===== config.mk =====
export PLATFORM = sky130hd
export DESIGN_NAME = imem_loader
export DESIGN_NICKNAME = d
export VERILOG_FILES = /design/src/rtl/imem_loader.sv
export SDC_FILE = /design/constraint.sdc
export NUM_CORES = 1
export LEC_CHECK = 0
export CAP_MARGIN = 15
export CORE_UTILIZATION = 40
export CTS_CLUSTER_DIAMETER = 30
export DETAILED_ROUTE_END_ITERATION = 10
export PLACE_DENSITY = 0.74
export SYNTH_ARGS = -nofsm -noshare
export SYNTH_HDL_FRONTEND = slang
export SYNTH_SLANG_ARGS = --single-unit

===== constraint.sdc =====
create_clock -name clk -period 2.6 [get_ports clk]
set_input_delay 0.65 -clock clk [delete_from_list [all_inputs] [get_ports clk]]
set_output_delay 0.65 -clock clk [all_outputs]
set_load 0.01 [all_outputs]

===== src/rtl/imem_loader.sv =====
// Instruction-memory loader: packs a byte stream three bytes per word and writes
// the words to consecutive addresses from 0, holding the core off while loading.
module imem_loader #(
    parameter int DATA_WIDTH    = 20,
    parameter int ADDRESS_WIDTH = 8,
    parameter int MEM_SIZE      = 256
) (
    input  logic                     clk,
    input  logic                     rst,
    input  logic                     start,
    input  logic [ADDRESS_WIDTH:0]   length,
    input  logic                     byte_valid,
    input  logic [7:0]               byte_data,
    output logic                     byte_ready,
    output logic                     mem_we,
    output logic [ADDRESS_WIDTH-1:0] mem_addr,
    output logic [DATA_WIDTH-1:0]    mem_wdata,
    output logic                     core_hold,
    output logic                     busy,
    output logic                     done,
    output logic                     error,
    output logic [DATA_WIDTH-1:0]    checksum
);

    localparam int CNT_WIDTH = ADDRESS_WIDTH + 1;
    localparam logic [CNT_WIDTH-1:0] MEM_SIZE_C = CNT_WIDTH'(MEM_SIZE);

    typedef enum logic [1:0] {
        S_IDLE  = 2'd0,
        S_RECV  = 2'd1,
        S_WRITE = 2'd2,
        S_DONE  = 2'd3
    } state_t;

    state_t                  state_reg;
    logic [CNT_WIDTH-1:0]    len_reg;
    logic [CNT_WIDTH-1:0]    word_cnt_reg;
    logic [1:0]              byte_idx_reg;
    logic [15:0]             lo_bytes_reg;
    logic                    byte_ready_reg;
    logic                    mem_we_reg;
    logic [ADDRESS_WIDTH-1:0] mem_addr_reg;
    logic [DATA_WIDTH-1:0]   mem_wdata_reg;
    logic                    busy_reg;
    logic                    done_reg;
    logic                    error_reg;
    logic [DATA_WIDTH-1:0]   checksum_reg;

    // Third byte supplies only the bits above the first two bytes (nibble for 20-bit words).
    logic [DATA_WIDTH-1:0]   full_word;
    logic [CNT_WIDTH-1:0]    word_cnt_next;

    assign full_word     = {byte_data[DATA_WIDTH-17:0], lo_bytes_reg};
    assign word_cnt_next = word_cnt_reg + 1'b1;

    always_ff @(posedge clk or negedge rst) begin
        if (!rst) begin
            state_reg      <= S_IDLE;
            len_reg        <= '0;
            word_cnt_reg   <= '0;
            byte_idx_reg   <= '0;
            lo_bytes_reg   <= '0;
            byte_ready_reg <= 1'b0;
            mem_we_reg     <= 1'b0;
            mem_addr_reg   <= '0;
            mem_wdata_reg  <= '0;
            busy_reg       <= 1'b0;
            done_reg       <= 1'b0;
            error_reg      <= 1'b0;
            checksum_reg   <= '0;
        end else begin
            case (state_reg)
                S_IDLE, S_DONE: begin
                    if (start) begin
                        len_reg      <= length;
                        word_cnt_reg <= '0;
                        byte_idx_reg <= '0;
                        checksum_reg <= '0;
                        done_reg     <= 1'b0;
                        error_reg    <= 1'b0;
                        if (length == '0) begin
                            state_reg <= S_DONE;
                            done_reg  <= 1'b1;
                        end else if (length > MEM_SIZE_C) begin
                            state_reg <= S_DONE;
                            done_reg  <= 1'b1;
                            error_reg <= 1'b1;
                        end else begin
                            state_reg      <= S_RECV;
                            byte_ready_reg <= 1'b1;
                            busy_reg       <= 1'b1;
                        end
                    end
                end

                S_RECV: begin
                    if (byte_valid && byte_ready_reg) begin
                        case (byte_idx_reg)
                            2'd0: begin
                                lo_bytes_reg[7:0] <= byte_data;
                                byte_idx_reg      <= 2'd1;
                            end
                            2'd1: begin
                                lo_bytes_reg[15:8] <= byte_data;
                                byte_idx_reg       <= 2'd2;
                            end
                            default: begin
                                // Word complete: present it to memory during the WRITE cycle.
                                byte_idx_reg   <= 2'd0;
                                mem_we_reg     <= 1'b1;
                                mem_addr_reg   <= word_cnt_reg[ADDRESS_WIDTH-1:0];
                                mem_wdata_reg  <= full_word;
                                byte_ready_reg <= 1'b0;
                                state_reg      <= S_WRITE;
                            end
                        endcase
                    end
                end

                S_WRITE: begin
                    mem_we_reg   <= 1'b0;
                    checksum_reg <= checksum_reg ^ mem_wdata_reg;
                    word_cnt_reg <= word_cnt_next;
                    if (word_cnt_next == len_reg) begin
                        state_reg <= S_DONE;
                        busy_reg  <= 1'b0;
                        done_reg  <= 1'b1;
                    end else begin
                        state_reg      <= S_RECV;
                        byte_ready_reg <= 1'b1;
                    end
                end

                default: begin
                    state_reg <= S_IDLE;
                end
            endcase
        end
    end

    assign byte_ready = byte_ready_reg;
    assign mem_we     = mem_we_reg;
    assign mem_addr   = mem_addr_reg;
    assign mem_wdata  = mem_wdata_reg;
    assign busy       = busy_reg;
    assign core_hold  = busy_reg;
    assign done       = done_reg;
    assign error      = error_reg;
    assign checksum   = checksum_reg;

endmodule


==> results of run 1 <==
-- layout make-up --
cell class	instances	area share, %
Tap cell	133	3.21
Multi-Input combinational cell	230	32.5
Sequential cell	91	43.9
Clock inverter	7	1.59
Inverter	7	0.507
Timing Repair Buffer	84	15.9
Clock buffer	9	2.39
-- logic make-up after synthesis --
kind of cell               Yosys count
xor gates and xnor gates            31
muxes                               53
buffers and inverters               25
and+or+nand+nor                     95
AOI/OAI and AO/OA                   45
DFF                                 91
adders and majority gates            6
-- how the worst max path moves through the flow --
| stage | cells past startpoint | from | slack (ns) | endpoint |
|---|---|---|---|---|
| floorplan | 7 | word_cnt_reg[0] | 0.66 | state_reg[1] |
| detailed placement | 8 | length[1] | 0.09 | byte_ready |
| CTS | 7 | word_cnt_reg[0] | 0.34 | state_reg[1] |
| finish | 7 | word_cnt_reg[0] | 0.36 | state_reg[1] |
| global route | 7 | word_cnt_reg[0] | 0.18 | state_reg[1] |
| global placement | 8 | length[1] | 0.20 | byte_ready |
-- per-layer routing --
metal	share of wire (%)	routed length (um)	vias to the layer above	GRT usage (%)
met5	0	0	-	0
met1	45	3950	1440	23.5
met2	48	4180	61	30.2
met3	5.5	477	8	5.42
met4	0.97	84	0	4.23
li1	-	-	1344	-
-- critical path: stages (launching register included) --
cell      delay [ns]
dfrtp_1         0.47
ha_1            0.31
and2_1          0.25
nand3_1         0.16
xnor2_1         0.19
nor4_4          0.37
a211oi_1        0.14
a311oi_2        0.26
-- power groups by stage --
| stage | clock network (mW) | logic (mW) | registers, mW |
|---|---|---|---|
| detailed placement | 0 | 2.29 | 2.32 |
| finish | 1.00 | 2.27 | 2.29 |
| floorplan | 0 | 1.25 | 2.34 |
| global route | 1.09 | 2.51 | 2.36 |
| CTS | 1.04 | 2.30 | 2.30 |
| global placement | 0 | 2.23 | 2.31 |
-- cell usage after synthesis, types with 2 or more instances --
| cell | n | area, sq um |
|---|---|---|
| nor2_1 | 29 | 109 |
| nand3_1 | 6 | 30.0 |
| ha_1 | 6 | 75.1 |
| a211oi_1 | 2 | 15.0 |
| nor4_1 | 2 | 12.5 |
| and3_1 | 2 | 12.5 |
| inv_1 | 7 | 26.3 |
| xor2_1 | 27 | 236 |
| nor3_1 | 2 | 10.0 |
| o21ai_0 | 9 | 45.0 |
| a22o_1 | 4 | 35.0 |
| o31ai_1 | 3 | 22.5 |
| xnor2_1 | 4 | 35.0 |
| mux2_2 | 52 | 586 |
| buf_6 | 2 | 22.5 |
| nand2_1 | 42 | 158 |
| dfrtp_1 | 91 | 2280 |
| o21ai_1 | 5 | 25.0 |
| clkbuf_1 | 11 | 41.3 |
| a31oi_1 | 4 | 25.0 |
| a21oi_1 | 11 | 55.1 |
| buf_2 | 3 | 15.0 |
| nand2b_1 | 2 | 12.5 |
-- stage by stage --
step                      util, %  hold slack [ns]  power (mW)  cells  instance area (sq um)
after floorplan                 -            0.354        3.58    346                   4070
after global placement       50.7            0.465        4.54    545                   4980
after detailed placement     50.7            0.490        4.61    545                   4980
after CTS                    52.8            0.241        5.64    561                   5190
after global routing         52.8            0.266        5.97    561                   5190
final                        52.8            0.252        5.57    561                   5190
==> impl_metrics.tcl, run 1 <==
set metrics [dict create \
    fill_cells 903 \
    netlist-cell-type-count 43 \
    clkPwrFrac_pct 18.0 \
    ios 75 \
    overflow 0 \
    die_area_sq_um 10600 \
    timing_worst_setup_path_type "reg -> reg" \
    drtIter0Drc 64 \
    crit_path_max_fanout 7 \
    finalCriticalPeriod_ns 2.24 \
    worstMarginPinSlew_ns 0.473 \
    synth_edf_count 0 \
    max_cap_viol_count 0 \
    gp_congestion 0.787 \
    die_w_um 103 \
    layout.nets 450 \
    cts-buffers-inserted 9 \
    initial_core_util_pct 41.5 \
    cts_setup_buffers 0 \
    drtAntennaViolNets 0 \
    powerDensity_nw_per_um2 1070 \
    tns_ns 0 \
    hpwlAfterDp_mm 6.14 \
    cts_max_level 3 \
    final_cell_mix "dfrtp_1 (91), clkdlybuf4s50_1 (73), mux2_2 (52)" \
    ys_seq_area_share_pct 55.9 \
    rsz0062_at_grt "false" \
    finalMaxSlewViolations 0 \
    clock_path_buffers 2 \
    synth_compound_area_share_pct 7.16 \
    regArea_sq_um 2280 \
    setup_violations 0 \
    yosys_register_bits 91 \
    clk_latency_ns 0.36 \
    routed_via_density 5.09 \
    num_antenna_cells 0 \
    end_kind "flip-flop" \
    p_int_mw 3.57 \
    grt_pass1_vias 2908 \
    async_flop_share_pct 100 \
    relSlewSlack_pct 68.5 \
    grt_max_degree 41 \
    drt_first_pass_iters 4 \
    hold_viol 0 \
    routed_wl_mm 8.68 \
    power.leakage_nw 2.32 \
    path_clk_slew_ns 0.10 \
    cts-hold-fix-buffers 0 \
    synth.cell_area_sq_um 4070 \
    synth_mux_area_share_pct 14.6 \
    status "complete, no violations" \
    combPwrFrac_pct 40.8 \
    final_common_cell "dfrtp_1" \
    syn_to_final_growth_pct 27.4 \
    ir_drop_mv 0.510 \
    worst_ep_arrival_time_ns 2.50 \
    start_kind "flip-flop" \
    yosysWarnings 0 \
    numClockSinks 91 \
    seqPwrFrac_pct 41.2 \
    r2r_start "word_cnt_reg[0]" \
    dp_worst_setup_slack_ns 0.0899 \
    synthAdderAreaFrac_pct 1.84 \
    synth_xor_area_share_pct 6.67 \
    worstPathRequired_ns 2.86 \
    clock.fmax_mhz 446 \
    cts_resized 0 \
    fin_skew_ns 0.00980 \
    synth_nets 373 \
    hp-class "in -> async" \
    grt_pass1_wl_mm 14.6 \
    reg2reg_depth 7 \
    fin_crit_sh_pct 86.2 \
    reg2reg_to "state_reg[1]" \
    synth_cells 346 \
    synth_top_family_by_area "multiplexers" \
    switchingPower_mw 2.00 \
    num_rows 36 \
    coreArea_sq_um 9820 \
    setup_ws_ns 0.359 \
    cts_root_buffer "clkbuf_8" \
    cts_tree "done" \
    grt.total_usage_pct 18.2 \
    io_buffers 74 \
    wl_per_cell_um 15.5 \
    synth_flop_cell "dfrtp_1" \
    drive_gt1_share_pct 20.3 \
    via_count 2853 \
    grt_antenna_before_repair 0 \
    switching_share_pct 36.0 \
    syn_area_per_cell_sq_um 11.8 \
    yosys.area_share.simple_pct 10.9 \
    die_h_um 103 \
    drc 0 \
    reg2reg_slack_ns 0.36 \
    multi_input_area_sq_um 1690 \
]
Power figures use the tool's default switching activity.
==> run 2: changes to the inputs <==
--- a/config.mk
+++ b/config.mk
@@ -10,6 +10,7 @@
 export CTS_CLUSTER_DIAMETER = 30
 export DETAILED_ROUTE_END_ITERATION = 10
 export PLACE_DENSITY = 0.74
+export SLEW_MARGIN = 25
 export SYNTH_ARGS = -nofsm -noshare
 export SYNTH_HDL_FRONTEND = slang
 export SYNTH_SLANG_ARGS = --single-unit
==> results of run 2 <==
The final DEF is identical to that of run 1; final timing and power are the same.
==> run 3: changes to the inputs <==
--- a/config.mk
+++ b/config.mk
@@ -6,6 +6,7 @@
 export NUM_CORES = 1
 export LEC_CHECK = 0
 export CAP_MARGIN = 15
+export CORE_MARGIN = 1
 export CORE_UTILIZATION = 40
 export CTS_CLUSTER_DIAMETER = 30
 export DETAILED_ROUTE_END_ITERATION = 10
==> results of run 3 <==
The final DEF is identical to that of run 1; final timing and power are the same.
